==> src/rtl/sahb_slave_mux_if.sv <==
// Shrinked-AHB bus bundle between one CPU master, the slave mux and its N slaves.
// The slave modport is the mux view; the master modport is the CPU/slave-model view.
interface sahb_slave_mux_if #(
    parameter int NSLV = 3,
    parameter int AW   = 32
);
    logic [AW-1:0]     haddr;
    logic              htrans;
    logic              hwrite;
    logic              hburst;
    logic [7:0]        hwdata;
    logic [7:0]        hrdata;
    logic              hready;
    logic              hresp;
    logic [NSLV-1:0]   hsel_s;
    logic [NSLV*8-1:0] hrdata_s;
    logic [NSLV-1:0]   hready_s;
    logic [NSLV-1:0]   hresp_s;
    logic              err_valid;
    logic [AW-1:0]     err_addr;
    logic [1:0]        err_code;
    logic              err_clr;
    logic              err_irq;

    modport slave (
        input  haddr, htrans, hwrite, hburst, hwdata,
        input  hrdata_s, hready_s, hresp_s, err_clr,
        output hrdata, hready, hresp, hsel_s,
        output err_valid, err_addr, err_code, err_irq
    );

    modport master (
        output haddr, htrans, hwrite, hburst, hwdata,
        output hrdata_s, hready_s, hresp_s, err_clr,
        input  hrdata, hready, hresp, hsel_s,
        input  err_valid, err_addr, err_code, err_irq
    );
endinterface

==> src/rtl/sahb_slave_mux.sv <==
// One-master to N-slave shrinked-AHB mux with region decode, default ERROR slave,
// data-phase watchdog and sticky first-error capture.
module sahb_slave_mux #(
    parameter int                   NSLV      = 3,
    parameter int                   AW        = 32,
    parameter logic [NSLV*AW-1:0]   SLV_BASE  = {32'h00C0_0500, 32'h0000_0000, 32'h0000_0000},
    parameter logic [NSLV*AW-1:0]   SLV_MASK  = {32'h00FF_0F00, 32'h0000_0000, 32'h0000_0000},
    parameter logic [NSLV-1:0]      ZERO_WAIT = 3'b100,
    parameter int                   TIMEOUT   = 255
) (
    input  logic               hclk,
    input  logic               hreset_n,
    sahb_slave_mux_if.slave    bus
);
    localparam int IW = (NSLV > 1) ? $clog2(NSLV) : 1;
    localparam int WW = (TIMEOUT > 0) ? $clog2(TIMEOUT + 1) : 1;

    localparam logic [1:0] ST_IDLE = 2'd0;
    localparam logic [1:0] ST_DATA = 2'd1;
    localparam logic [1:0] ST_ERR1 = 2'd2;
    localparam logic [1:0] ST_ERR2 = 2'd3;

    logic [1:0]      state_reg, state_next;
    logic [IW-1:0]   slv_reg, slv_next;
    logic [WW-1:0]   wcnt_reg, wcnt_next;
    logic [AW-1:0]   aphase_addr_reg;
    logic            err_valid_reg;
    logic [AW-1:0]   err_addr_reg;
    logic [1:0]      err_code_reg;
    logic            err_irq_reg;

    logic [NSLV-1:0] match;
    logic            hit;
    logic [IW-1:0]   win_idx;
    logic [7:0]      slv_rdata;
    logic            slv_ready, slv_resp;
    logic            hready_int, hresp_int;
    logic [7:0]      hrdata_int;
    logic            accept, wait_cyc, timeout;
    logic            miss_err, slv_err, new_err;
    logic [1:0]      new_code;
    logic [AW-1:0]   new_addr;
    logic            unused_ok;

    // Write-side qualifiers go straight from the master to every slave.
    assign unused_ok = ^{bus.hwrite, bus.hburst, bus.hwdata};

    generate
        for (genvar gi = 0; gi < NSLV; gi++) begin : g_dec
            assign match[gi] = ((bus.haddr ^ SLV_BASE[gi*AW +: AW]) & SLV_MASK[gi*AW +: AW]) == '0;
            assign bus.hsel_s[gi] = bus.htrans & hit & (win_idx == IW'(gi));
        end
    endgenerate

    // Scan downwards so the lowest matching slave is the last one written.
    always_comb begin
        hit     = 1'b0;
        win_idx = '0;
        for (int k = NSLV - 1; k >= 0; k--) begin
            if (match[k]) begin
                hit     = 1'b1;
                win_idx = IW'(k);
            end
        end
    end

    assign slv_rdata = bus.hrdata_s[slv_reg*8 +: 8];
    assign slv_ready = bus.hready_s[slv_reg] | ZERO_WAIT[slv_reg];
    assign slv_resp  = bus.hresp_s[slv_reg];

    always_comb begin
        hready_int = 1'b1;
        hresp_int  = 1'b0;
        hrdata_int = 8'h00;
        case (state_reg)
            ST_DATA: begin
                hready_int = slv_ready;
                hresp_int  = slv_resp;
                hrdata_int = slv_rdata;
            end
            ST_ERR1: begin
                hready_int = 1'b0;
                hresp_int  = 1'b1;
            end
            ST_ERR2: begin
                hready_int = 1'b1;
                hresp_int  = 1'b1;
            end
            default: ;
        endcase
    end

    assign bus.hready = hready_int;
    assign bus.hresp  = hresp_int;
    assign bus.hrdata = hrdata_int;

    assign accept   = hready_int & bus.htrans;
    assign wait_cyc = (state_reg == ST_DATA) & ~slv_ready;
    // Fires on the TIMEOUT-th wait cycle, so the master sees exactly TIMEOUT waits before ERR1.
    assign timeout  = wait_cyc & (TIMEOUT != 0) &
                      (({1'b0, wcnt_reg} + 1'b1) == (WW+1)'(TIMEOUT));

    always_comb begin
        state_next = state_reg;
        slv_next   = slv_reg;
        wcnt_next  = wcnt_reg;
        if (timeout) begin
            state_next = ST_ERR1;
        end else if (state_reg == ST_ERR1) begin
            state_next = ST_ERR2;
        end else if (hready_int) begin
            if (accept && hit) begin
                state_next = ST_DATA;
                slv_next   = win_idx;
                wcnt_next  = '0;
            end else if (accept) begin
                state_next = ST_ERR1;
            end else begin
                state_next = ST_IDLE;
            end
        end else if (wait_cyc) begin
            wcnt_next = wcnt_reg + 1'b1;
        end
    end

    assign miss_err = accept & ~hit;
    assign slv_err  = (state_reg == ST_DATA) & slv_ready & slv_resp;
    assign new_err  = miss_err | slv_err | timeout;

    // A completing data-phase error predates a miss accepted in the same cycle.
    always_comb begin
        new_code = 2'b01;
        new_addr = bus.haddr;
        if (slv_err) begin
            new_code = 2'b10;
            new_addr = aphase_addr_reg;
        end else if (timeout) begin
            new_code = 2'b11;
            new_addr = aphase_addr_reg;
        end
    end

    always_ff @(posedge hclk or negedge hreset_n) begin
        if (!hreset_n) begin
            state_reg       <= ST_IDLE;
            slv_reg         <= '0;
            wcnt_reg        <= '0;
            aphase_addr_reg <= '0;
            err_valid_reg   <= 1'b0;
            err_addr_reg    <= '0;
            err_code_reg    <= 2'b00;
            err_irq_reg     <= 1'b0;
        end else begin
            state_reg   <= state_next;
            slv_reg     <= slv_next;
            wcnt_reg    <= wcnt_next;
            err_irq_reg <= new_err;
            if (accept) begin
                aphase_addr_reg <= bus.haddr;
            end
            if (new_err) begin
                if (!err_valid_reg || bus.err_clr) begin
                    err_valid_reg <= 1'b1;
                    err_addr_reg  <= new_addr;
                    err_code_reg  <= new_code;
                end
            end else if (bus.err_clr) begin
                err_valid_reg <= 1'b0;
                err_code_reg  <= 2'b00;
            end
        end
    end

    assign bus.err_valid = err_valid_reg;
    assign bus.err_addr  = err_addr_reg;
    assign bus.err_code  = err_code_reg;
    assign bus.err_irq   = err_irq_reg;
endmodule

==> src/flat_wrapper.sv <==
// flat-port wrapper written by rule: the top's interface ports become plain ports
module sahb_slave_mux_flat 
#(
    parameter int                   NSLV      = 3,
    parameter int                   AW        = 32,
    parameter logic [NSLV*AW-1:0]   SLV_BASE  = {32'h00C0_0500, 32'h0000_0000, 32'h0000_0000},
    parameter logic [NSLV*AW-1:0]   SLV_MASK  = {32'h00FF_0F00, 32'h0000_0000, 32'h0000_0000},
    parameter logic [NSLV-1:0]      ZERO_WAIT = 3'b100,
    parameter int                   TIMEOUT   = 255
)
  (hclk, hreset_n, bus_haddr, bus_htrans, bus_hwrite, bus_hburst, bus_hwdata, bus_hrdata_s, bus_hready_s, bus_hresp_s, bus_err_clr, bus_hrdata, bus_hready, bus_hresp, bus_hsel_s, bus_err_valid, bus_err_addr, bus_err_code, bus_err_irq);
  sahb_slave_mux_if #(.NSLV(NSLV), .AW(AW)) bus_i ();
  input  logic hclk;
  input  logic hreset_n;
  input wire logic [$bits(bus_i.haddr)-1:0] bus_haddr;
  input wire logic [$bits(bus_i.htrans)-1:0] bus_htrans;
  input wire logic [$bits(bus_i.hwrite)-1:0] bus_hwrite;
  input wire logic [$bits(bus_i.hburst)-1:0] bus_hburst;
  input wire logic [$bits(bus_i.hwdata)-1:0] bus_hwdata;
  input wire logic [$bits(bus_i.hrdata_s)-1:0] bus_hrdata_s;
  input wire logic [$bits(bus_i.hready_s)-1:0] bus_hready_s;
  input wire logic [$bits(bus_i.hresp_s)-1:0] bus_hresp_s;
  input wire logic [$bits(bus_i.err_clr)-1:0] bus_err_clr;
  output wire logic [$bits(bus_i.hrdata)-1:0] bus_hrdata;
  output wire logic [$bits(bus_i.hready)-1:0] bus_hready;
  output wire logic [$bits(bus_i.hresp)-1:0] bus_hresp;
  output wire logic [$bits(bus_i.hsel_s)-1:0] bus_hsel_s;
  output wire logic [$bits(bus_i.err_valid)-1:0] bus_err_valid;
  output wire logic [$bits(bus_i.err_addr)-1:0] bus_err_addr;
  output wire logic [$bits(bus_i.err_code)-1:0] bus_err_code;
  output wire logic [$bits(bus_i.err_irq)-1:0] bus_err_irq;
  assign bus_i.haddr = bus_haddr;
  assign bus_i.htrans = bus_htrans;
  assign bus_i.hwrite = bus_hwrite;
  assign bus_i.hburst = bus_hburst;
  assign bus_i.hwdata = bus_hwdata;
  assign bus_i.hrdata_s = bus_hrdata_s;
  assign bus_i.hready_s = bus_hready_s;
  assign bus_i.hresp_s = bus_hresp_s;
  assign bus_i.err_clr = bus_err_clr;
  assign bus_hrdata = bus_i.hrdata;
  assign bus_hready = bus_i.hready;
  assign bus_hresp = bus_i.hresp;
  assign bus_hsel_s = bus_i.hsel_s;
  assign bus_err_valid = bus_i.err_valid;
  assign bus_err_addr = bus_i.err_addr;
  assign bus_err_code = bus_i.err_code;
  assign bus_err_irq = bus_i.err_irq;
  sahb_slave_mux #(.NSLV(NSLV), .AW(AW), .SLV_BASE(SLV_BASE), .SLV_MASK(SLV_MASK), .ZERO_WAIT(ZERO_WAIT), .TIMEOUT(TIMEOUT)) u_core (.hclk(hclk), .hreset_n(hreset_n), .bus(bus_i));
endmodule
==> config.mk <==
export PLATFORM = sky130hd
export DESIGN_NAME = sahb_slave_mux_flat
export DESIGN_NICKNAME = d
export VERILOG_FILES = /design/src/rtl/sahb_slave_mux_if.sv /design/src/rtl/sahb_slave_mux.sv /design/src/flat_wrapper.sv
export SDC_FILE = /design/constraint.sdc
export NUM_CORES = 1
export LEC_CHECK = 0
export ABC_CLOCK_PERIOD_IN_PS = 2000
export CAP_MARGIN = 20
export CORE_MARGIN = 2
export CORE_UTILIZATION = 30
export CTS_BUF_LIST = sky130_fd_sc_hd__clkbuf_4
export DETAILED_ROUTE_END_ITERATION = 6
export GPL_TIMING_DRIVEN = 0
export PLACE_DENSITY = 0.71
export SLEW_MARGIN = 20
export SYNTH_ARGS = -nofsm -noshare
export SYNTH_HDL_FRONTEND = slang
export SYNTH_SLANG_ARGS = --single-unit
==> constraint.sdc <==
create_clock -name hclk -period 2 [get_ports hclk]
set_input_delay 0.6 -clock hclk [delete_from_list [all_inputs] [get_ports hclk]]
set_output_delay 0.6 -clock hclk [all_outputs]
set_load 0.01 [all_outputs]
# Yosys cells after proc, flatten, opt, wreduce, memory -nomap -nowiden
# Cells that the tools add are included.
[op_classes] addsub=2 n_eq_ne=6 muxes=20 bitwise_logic=9 n_reduce_logical=9
[ops] operator="two-way mux 32 bit" count=2
[ops] operator="two-way mux 8 bit" count=4
[ops] operator="two-way mux 2 bit" count=8
[ops] operator="adder 8 x 1 -> 9 bit (second input constant)" count=1
[ops] operator="equality test 9 x 8 -> 1 bit (second input constant)" count=1
[ops] operator="adder 8 x 1 -> 8 bit (second input constant)" count=1
[ops] operator="bitwise AND 1 bit" count=5
[ops] operator="equality test 2 bit (second input constant)" count=2
[ops] operator="two-way mux 1 bit" count=4
[ops] operator="inequality test 2 bit (second input constant)" count=2
[ops] operator="one-hot mux 1 bit (2 select lines)" count=2
[ops] operator="AND reduction 2 bit" count=2
[ops] operator="AND reduction 4 bit" count=1
[ops] operator="nonzero test 2 bit" count=2
[ops] operator="NOT 1 bit" count=3
[ops] operator="nonzero test 3 bit" count=1
[ops] operator="equality test 2 x 1 -> 1 bit (second input constant)" count=1
[ops] operator="OR reduction 2 bit" count=1
[ops] operator="logical NOT 1 bit" count=1
[ops] operator="logical OR 1 bit" count=1
[ops] operator="OR 1 bit" count=1
[totals] reg_bits=78 inputBits=76 elab_cells=53

# Logic depth before layout (Yosys ltp)
# Gate-level depths: netlist of the first run.
[depth] word_depth=7 depth_mapped=7 ltp_nobuf=6

# Worst setup path after synthesis of the first run
# Ideal clock, no wire load.
[synth_path] path_kind="input to register" from="input bus_hready_s[0]" to="register u_core.aphase_addr_reg[12]" setup_ns=0.125 arrival_time_ns=1.895 path_slack_ns=-0.020 cell_stages=6 path_buffers=1 path_cell_list="or3b_2 nand2_2 inv_1 nand2_4 buf_6 mux2_2"
[synth_between] elab_chain_len=2
[synth_lines] item="start: declaration" line="flat_wrapper.sv:21" text="input wire logic [$bits(bus_i.hready_s)-1:0] bus_hready_s;"
[synth_lines] item="one-hot mux 1 bit (2 select lines)" line="sahb_slave_mux.sv:75" text="case (state_reg)"
[synth_lines] item="net bus_hready" line="flat_wrapper.sv:25" text="output wire logic [$bits(bus_i.hready)-1:0] bus_hready;"
[synth_lines] item="bitwise AND 1 bit" line="sahb_slave_mux.sv:97" text="assign accept = hready_int & bus.htrans;"
[synth_lines] item="end signal: assignment" line="sahb_slave_mux.sv:159" text="aphase_addr_reg <= bus.haddr;"
[synth_lines] item="end: declaration" line="sahb_slave_mux.sv:26" text="logic [AW-1:0] aphase_addr_reg;"
# The timed path passes the listed nets, and every way through them passes these cells.
# A chain may end at the register's enable or synchronous reset.

# Final worst setup path of the first run
[layout_path] from="register u_core.state_reg[1]" to="output bus_hready"
[layout_between] elab_chain_len=2 word_cells_on_any_way=3 classes_between="2 x eq/ne; 1 x mux"
[layout_lines] item="start: declaration" line="sahb_slave_mux.sv:23" text="logic [1:0] state_reg, state_next;"
[layout_lines] item="start signal: assignment" line="sahb_slave_mux.sv:154" text="state_reg <= state_next;"
[layout_lines] item="equality test 2 bit or equality test 2 x 1 -> 1 bit (tied branches)" line="sahb_slave_mux.sv:75"
[layout_lines] item="one-hot mux 1 bit (2 select lines) *" line="sahb_slave_mux.sv:75"
[layout_lines] item="end: declaration" line="flat_wrapper.sv:25"
# Every way passes the cells marked *; elsewhere a longest branch is shown, timed or not.

==> results of run 1 <==
## what timing repair did
item	4_1_cts	5_1_grt
endpoints found under the setup margin	77	69
gates cloned	1	2
setup buffers	11	3
resized for setup	75	79
pin swaps	10	8
## cell usage after synthesis, drive strengths merged (2+ instances only)
cell type and count:
and2 8, buf 10, a31oi 3, a21oi 4, dfrtp 77, nand3 8, mux2 65, o21ai 6
nand2b 2, inv 8, xor2 2, o211ai 3, or3 4, nand2 8, nor2b 3, and4 3
ha 2
## layer usage
| layer | up-vias | global-route usage, % | share of wire [%] |
|---|---|---|---|
| met5 | - | 0 | 0 |
| met4 | 0 | 5.49 | 1.7 |
| met3 | 12 | 4.58 | 7.2 |
| met2 | 74 | 21.8 | 50 |
| met1 | 1153 | 14.6 | 41 |
| li1 | 1048 | - | - |
## area by class of cell
class,instances,area share (%)
clock inverters,6,1.27
multi-input cells,136,28.6
well taps,140,3.49
flip-flops and latches,77,38.5
repair buffers,110,23.6
plain buffers,10,2.37
clock buffers,10,1.50
inverters,8,0.648
## worst min-delay path by stage
stage,from,slack (ns),cells after the start,to
floorplan,hreset_n,0.30,0,u_core.aphase_addr_reg[0]
global placement,u_core.aphase_addr_reg[5],0.47,1,u_core.bus.err_addr[5]
detailed placement,u_core.aphase_addr_reg[5],0.48,1,u_core.bus.err_addr[5]
CTS,hreset_n,0.06,1,u_core.bus.err_addr[2]
global route,hreset_n,0.05,1,u_core.aphase_addr_reg[4]
finish,hreset_n,0.08,1,u_core.bus.err_addr[2]
## per-stage QoR
step | cell area [um2] | setup TNS (ns)
after floorplan | 3270 | 0
after global placement | 4360 | -222.63
after detailed placement | 4390 | -50.40
after CTS | 4670 | -0.621
after global routing | 5020 | -1.96
final | 5020 | -0.324
## power by group through the flow
stage	Combinational (mW)	Clock (mW)	Sequential (mW)
6_report	1.30	0.943	2.04
2_1_floorplan	0.392	0	2.13
4_1_cts	1.18	0.982	2.03
3_5_place_dp	1.14	0	2.06
3_3_place_gp	1.12	0	2.04
5_1_grt	1.40	1.05	2.08
## critical path, delay by kind of cell, from the launching register on
kind | cells | cell delay [ns]
simple gates | 2 | 0.50
flops | 1 | 0.45
buf+inv | 2 | 0.15
## cells by family after synthesis
family | count (synthesis) | share of synthesized area, %
and+or+nand+nor | 43 | 8.29
buffers and inverters | 18 | 3.91
DFF | 77 | 59.1
muxes | 65 | 22.4
xor gates and xnor gates | 3 | 0.806
adders and majority gates | 2 | 0.767
other | 1 | 0.115
AOI/OAI and AO/OA | 21 | 4.60
==> impl_metrics.tcl, run 1 <==
set metrics [dict create \
    cts_tree "built" \
    max_freq_ghz 0.475 \
    p_per_area_nw_per_um2 853 \
    sw_frac_of_total_pct 27.1 \
    finalCriticalPeriod_ns 2.10 \
    grt_max_degree 50 \
    r2r_setup_slack_ns 0 \
    grtUsageTotal_pct 12.8 \
    p_switching_mw 1.16 \
    die_w_um 108 \
    synth-main-ff-cell "dfrtp_1" \
    grt_pass1_vias 2383 \
    reg2regPathDepth 8 \
    slowest_stage "dfrtp_2" \
    placedCellCount 464 \
    r2r_start "u_core.wcnt_reg[0]" \
    critPathKind "reg2out" \
    wl_per_cell_um 15.2 \
    dieArea_um2 11700 \
    p_int_mw 3.12 \
    fin_util_pct 46.7 \
    combinationalPowerShare_pct 30.3 \
    clkTransAtPathRegs_ns 0.12 \
    design_power_total_mw 4.28 \
    clock_latency_ns 0.43 \
    critPathCapture "bus_hready" \
    yosys.area.top_type "dfrtp_1" \
    seqPwrFrac_pct 47.7 \
    finalWorstSetupSlack_ns -0.103 \
    drt_iter0_drc 51 \
    wirelength_um 7550 \
    hold_path_class "in2async" \
    final-hold-violation-count 0 \
    pre_cts_ws_ns -0.964 \
    path_max_fanout 3 \
    start_util_pct 30.4 \
    ant_nets 0 \
    antenna_found_initial 0 \
    yosysWarningCount 0 \
    drive_above_1_share_pct 40.9 \
    diodes 0 \
    synth_area_leaders "dfrtp_1 (59%), mux2_2 (22%), buf_6 (2.1%)" \
    cts_root_buf "clkbuf_4" \
    gr-total-overflow 0 \
    port_buffers 92 \
    cts_buffers 9 \
    io_pins 125 \
    irDropWorstVdd_v 0.000408 \
    fin_crit_sh_pct 105 \
    cp.required_ns 1.40 \
    slew_violations 0 \
    cts_hold_buf 0 \
    crit_path_end_kind "output port" \
    globalplace.congestion 0.840 \
    vias 2287 \
    htreeDepth 3 \
    firstDrtPassIters 4 \
    hpwl_um 4870 \
    num_rows 38 \
    worst_path_largest_cell_delay_ns 0.45 \
    grt_first_pass_wirelength_um 11400 \
    netlist_instances 230 \
    die_h_um 108 \
    layout_common_cells "dfrtp_1 (72), clkdlybuf4s50_1 (49), mux2_2 (32), mux2_4 (32), dlymetal6s2s_1 (28)" \
    synth_area_um2 3260 \
    ys_async_sr_fraction_pct 100 \
    drt-vias-per-instance 4.60 \
    cp-startpoint "u_core.state_reg[1]" \
    synth-seq-cells 77 \
    clockBufferDepth 2 \
    core_area_um2 10700 \
    clock-sinks 77 \
    multiInputGateArea_um2 1440 \
    synth-edff-count 0 \
    finalSetupViolations 4 \
    violations "negative setup slack" \
    synth_cell_types 35 \
    final_common_cell "dfrtp_1" \
    worstPathCellList "or3b_4 -> nand2_4 -> inv_4 -> buf_6" \
    fin_nets 430 \
    syn_area_per_cell_um2 14.2 \
    worstSetupStartpointType "flip-flop" \
    ff_latch_area_um2 1930 \
    maxCapViolCount 0 \
    stdcell_count 497 \
    worstPathArrival_ns 1.50 \
    ys_seq_area_share_pct 59.1 \
    clock_skew_ns 0.0115 \
    clkPwrFrac_pct 22.0 \
    drc 0 \
    yosysTopAreaCellShare_pct 59.1 \
    rsz0062_at_grt "yes" \
    holdWs_ns 0.0815 \
    area_growth_pct 53.9 \
    p_leak_nw 2.46 \
    worstReg2RegEnd "u_core.bus.err_addr[23]" \
    status "complete, but fails checks" \
    fillers 969 \
]
Note: power is estimated with default switching activity, not from simulation.
==> run 2, diff against run 1 <==
ABC_CLOCK_PERIOD_IN_PS = 2500   (was 2000)
CTS_BUF_LIST = default   (was sky130_fd_sc_hd__clkbuf_4)
PLACE_DENSITY = 0.68   (was 0.71)
SETUP_SLACK_MARGIN = 0.1   (was default)
clock period = 2.5 ns   (was 2 ns; I/O delays follow)
==> run 2 against run 1 <==
Against the previous run: the flow now finishes without violations; worst hold slack improved by 0.25 ns; die area unchanged; first-iteration DRC count increased by 7.8%.
==> impl_metrics.tcl, run 2 (synthesis gave the netlist of run 1 again) <==
set metrics [dict create \
    path_max_fanout 2 \
    irDropWorstVdd_v 0.000321 \
    fin_nets 422 \
    finalSetupViolations 0 \
    tns_ns 0 \
    gr-total-overflow 0 \
    cts_root_buf "clkbuf_8" \
    stdcell_count 489 \
    cp.required_ns 1.75 \
    drive_above_1_share_pct 31.2 \
    pre_cts_ws_ns -0.815 \
    wirelength_um 7050 \
    tightest_slew_ns 0.523 \
    port_buffers 92 \
    antenna_found_initial 0 \
    drc 0 \
    slowest_stage "clkdlybuf4s50_1" \
    cts_tree "built" \
    p_switching_mw 0.921 \
    maxCapViolCount 0 \
    clkTransAtPathRegs_ns 0.09 \
    max_slew_margin_pct 65.2 \
    grt_first_pass_wirelength_um 11300 \
    area_growth_pct 42.1 \
    htreeDepth 3 \
    cts_buffers 9 \
    placedCellCount 464 \
    die_w_um 108 \
    layout_common_cells "clkdlybuf4s50_1 (79), dfrtp_1 (76), mux2_2 (63)" \
    crit_path_end_kind "output port" \
    die_h_um 108 \
    num_rows 38 \
    dieArea_um2 11700 \
    wl_per_cell_um 14.4 \
    worstSetupStartpointType "input port" \
    ant_nets 0 \
    finalWorstSetupSlack_ns 0.140 \
    grt_max_degree 43 \
    clock_skew_ns 0.0127 \
    ff_latch_area_um2 1930 \
    combinationalPowerShare_pct 26.2 \
    drt_iter0_drc 55 \
    hpwl_um 5040 \
    p_per_area_nw_per_um2 747 \
    max_freq_ghz 0.424 \
    fillers 1050 \
    diodes 0 \
    clkPwrFrac_pct 27.1 \
    start_util_pct 30.4 \
    status "completed" \
    final-hold-violation-count 0 \
    worstPathArrival_ns 1.61 \
    finalCriticalPeriod_ns 2.36 \
    critPathKind "in2out" \
    p_leak_nw 1.98 \
    clock-sinks 77 \
    final_common_cell "clkdlybuf4s50_1" \
    rsz0062_at_grt "yes" \
    slew_violations 0 \
    firstDrtPassIters 4 \
    fin_crit_sh_pct 94.4 \
    globalplace.congestion 0.811 \
    multiInputGateArea_um2 1220 \
    io_pins 125 \
    p_int_mw 2.54 \
    core_area_um2 10700 \
    holdWs_ns 0.335 \
    drt-vias-per-instance 4.48 \
    seqPwrFrac_pct 46.8 \
    sw_frac_of_total_pct 26.6 \
    worstPathCellList "clkdlybuf4s50_1 -> a21o_1 -> dlygate4sd2_1" \
    design_power_total_mw 3.46 \
    hold_path_class "in2async" \
    clockBufferDepth 2 \
    grt_pass1_vias 2428 \
    grtUsageTotal_pct 12.5 \
    vias 2191 \
    worst_path_largest_cell_delay_ns 0.42 \
    clock_latency_ns 0.35 \
]
## run 2: cell types whose count changed in the layout (fill, tap and decap cells not counted), sizes merged
cell,previous run,this run
clkinvlp,1,3
clkinv,4,1
buf,38,23
clkdlybuf4s50,49,79
clkdlybuf4s15,1,0
dlygate4sd2,2,9
dlymetal6s2s,28,0
## run 2: what timing repair did
action	CTS	global route
hold buffers	0	0
gates resized for setup	21	4
buffers inserted	1	7
pin swaps	1	3
endpoints found under the setup margin	71	12
cloned	0	1
## run 2: path summary, 6_finish.rpt
kind | cells after the start | endpoint | slack, ns | startpoint
min in group hclk | 1 | u_core.aphase_addr_reg[18] | 0.49 | u_core.aphase_addr_reg[18]
hold / removal | 1 | u_core.bus.err_addr[20] | 0.34 | hreset_n
hold reg to reg | 1 | u_core.aphase_addr_reg[18] | 0.49 | u_core.aphase_addr_reg[18]
max in group asynchronous | 2 | u_core.aphase_addr_reg[31] | 1.58 | hreset_n
setup reg to reg | 7 | u_core.bus.err_addr[30] | 0.26 | u_core.state_reg[1]
setup / recovery | 3 | bus_hresp | 0.14 | bus_hresp_s[0]
## run 2: worst max-delay path, delay by kind of cell
family	cells	cell delay, ns
buffers and inverters	2	0.70
AOI/OAI and AO/OA	1	0.16
## run 2: layer usage
metal | share of wire, % | vias to the layer above | GRT usage [%]
met4 | 1.3 | 0 | 4.67
met3 | 7.1 | 10 | 4.46
li1 | - | 1031 | -
met1 | 40 | 1079 | 14.1
met2 | 52 | 71 | 21.7
met5 | 0 | - | 0
## run 2: metrics by stage
stage	utilization (%)	cell area, um2
5_1_grt	43.1	4630
6_report	43.1	4630
3_3_place_gp	40.6	4360
3_5_place_dp	40.8	4380
2_1_floorplan	-	3270
4_1_cts	42.6	4570
## run 2: cell type report
class | instances | share of cell area [%]
multi-input cells | 136 | 26.3
well taps | 140 | 3.78
flip-flops and latches | 77 | 41.6
repair buffers | 102 | 21.4
clock buffers | 11 | 2.83
clock inverters | 5 | 1.32
inverters | 8 | 0.648
plain buffers | 10 | 2.11
## run 2: power groups by stage
stage | registers [mW] | clock network (mW) | logic [mW]
floorplan | 1.70 | 0 | 0.313
global placement | 1.63 | 0 | 0.895
detailed placement | 1.65 | 0 | 0.918
CTS | 1.63 | 0.983 | 0.917
global route | 1.65 | 1.03 | 0.978
finish | 1.62 | 0.938 | 0.906
==> run 3, diff against run 2 <==
CELL_PAD_IN_SITES_DETAIL_PLACEMENT = 1   (was default)
CELL_PAD_IN_SITES_GLOBAL_PLACEMENT = 2   (was default)
MAX_ROUTING_LAYER = met4   (was default)
PLACE_DENSITY = 0.94   (was 0.68)
==> run 3 against run 2 <==
Against the previous run: die area stayed put; core utilization is 0.31 points higher; count of clock-buffer cells in the layout stayed put; non-clock buffer count is 3 lower; power is 4.4% higher; combinational power hardly changed; first-iteration DRC count is 1.8% higher; flip-flop and latch count stayed put; critical path type unchanged; critical endpoint unchanged; largest cell class unchanged; largest power group unchanged; highest routed layer unchanged.
==> impl_metrics.tcl, run 3 (synthesis gave the netlist of run 1 again) <==
set metrics [dict create \
    die_w_um 108 \
    drt-vias-per-instance 4.55 \
    drc 0 \
    p_per_area_nw_per_um2 774 \
    final-hold-violation-count 0 \
    hold_path_class "in2async" \
    clock-sinks 77 \
    p_leak_nw 2.02 \
    cp.required_ns 1.75 \
    drt_iter0_drc 56 \
    grtUsageTotal_pct 13.6 \
    num_rows 38 \
    ant_nets 0 \
    tightest_slew_ns 0.553 \
    crit_path_end_kind "output port" \
    io_pins 125 \
    diodes 0 \
    dieArea_um2 11700 \
    clockBufferDepth 2 \
    port_buffers 92 \
    layout_common_cells "clkdlybuf4s50_1 (78), dfrtp_1 (76), mux2_2 (63)" \
    irDropWorstVdd_v 0.000366 \
    slew_violations 0 \
    drive_above_1_share_pct 31.2 \
    final_common_cell "clkdlybuf4s50_1" \
    max_slew_margin_pct 63.2 \
    worstReg2RegEnd "u_core.bus.err_addr[28]" \
    maxCapViolCount 0 \
    die_h_um 108 \
    fillers 1155 \
    grt_pass1_vias 2362 \
    clock_latency_ns 0.34 \
    globalplace.congestion 0.745 \
    vias 2209 \
    design_power_total_mw 3.62 \
    worstPathArrival_ns 1.61 \
    fin_util_pct 43.4 \
    start_util_pct 30.4 \
    cts_buffers 9 \
    critPathKind "in2out" \
    area_growth_pct 43.1 \
    grt_max_degree 46 \
    gr-total-overflow 0 \
    worstSetupStartpointType "input port" \
    grt_first_pass_wirelength_um 11900 \
    cts_hold_buf 0 \
    r2r_setup_slack_ns 0.31 \
    clock_skew_ns 0.00854 \
    status "completed" \
    fin_nets 419 \
    finalSetupViolations 0 \
    hpwl_um 5300 \
    htreeDepth 3 \
    reg2regPathDepth 6 \
    rsz0062_at_grt "no" \
    antenna_found_initial 0 \
    r2r_start "u_core.state_reg[1]" \
    clkTransAtPathRegs_ns 0.08 \
    wirelength_um 7400 \
    fin_crit_sh_pct 94.5 \
    max_freq_ghz 0.423 \
    path_max_fanout 2 \
    cts_tree "built" \
    finalWorstSetupSlack_ns 0.137 \
    firstDrtPassIters 4 \
    cts_root_buf "clkbuf_8" \
    pre_cts_ws_ns -0.850 \
    finalCriticalPeriod_ns 2.36 \
    core_area_um2 10700 \
    wl_per_cell_um 15.2 \
]
## run 3: cell types whose count changed in the layout (fill, tap and decap cells not counted), sizes merged
cell / change
clkinvlp: -2
clkdlybuf4s15: +2
bufinv: +1
inv: +1
dlymetal6s2s: +2
dlygate4sd2: -2
clkdlybuf4s50: -1
buf: -4
## run 3: worst max-delay path by stage
| stage | slack, ns | to | depth (start not counted) | from |
|---|---|---|---|---|
| after CTS | -0.15 | bus_hready | 5 | bus_hready_s[0] |
| after global routing | 0.11 | bus_hrdata[4] | 3 | bus_hrdata_s[4] |
| final | 0.14 | bus_hresp | 3 | bus_hresp_s[0] |
| after global placement | -1.95 | u_core.aphase_addr_reg[19] | 1 | hreset_n |
| after floorplan | 0.29 | bus_hready | 3 | bus_hready_s[0] |
| after detailed placement | -0.85 | bus_hready | 5 | bus_hready_s[0] |
## run 3: repair_timing
item                       in CTS  in global routing
setup endpoints to repair      71                 35
hold endpoints to repair        0                  0
pin swaps                       1                  2
setup buffers                   1                  5
gates resized for setup        19                  8
## run 3: cell type report
cell class	instances	area, um2	share of cell area, %
Multi-Input combinational cell	136	1230	26.3
Inverter	8	30.0	0.643
Clock inverter	5	81.3	1.74
Timing Repair Buffer	99	978	21.0
Clock buffer	11	151	3.24
Tap cell	140	175	3.75
Buffer	10	97.6	2.09
Sequential cell	77	1930	41.3
## run 3: worst max-delay path: stages
cell and delay, ns:
clkdlybuf4s50_1 0.43, a21o_1 0.16, dlygate4sd2_1 0.28
## run 3: power breakdown
group          internal (mW)  switching, mW  leakage [nW]
registers               1.49          0.133         0.926
logic                  0.584          0.323         0.975
clock network          0.619          0.464         0.116
## run 3: layer usage
| layer | GRT usage, % | vias to the layer above | wire length [um] |
|---|---|---|---|
| li1 | - | 1021 | - |
| met1 | 15.9 | 1109 | 3090 |
| met2 | 22.4 | 69 | 3680 |
| met3 | 4.16 | 10 | 533 |
| met4 | 4.67 | 0 | 101 |
| met5 | - | - | 0 |
## run 3: per-stage QoR
| stage | TNS [ns] | cell area (um2) | cells | hold WS, ns |
|---|---|---|---|---|
| after floorplan | 0 | 3270 | 231 | 0.454 |
| after detailed placement | -27.82 | 4390 | 464 | 0.485 |
| after global placement | -176.03 | 4360 | 463 | 0.468 |
| after CTS | -0.240 | 4630 | 481 | 0.347 |
| final | 0 | 4670 | 486 | 0.348 |
| after global routing | 0 | 4670 | 486 | 0.359 |
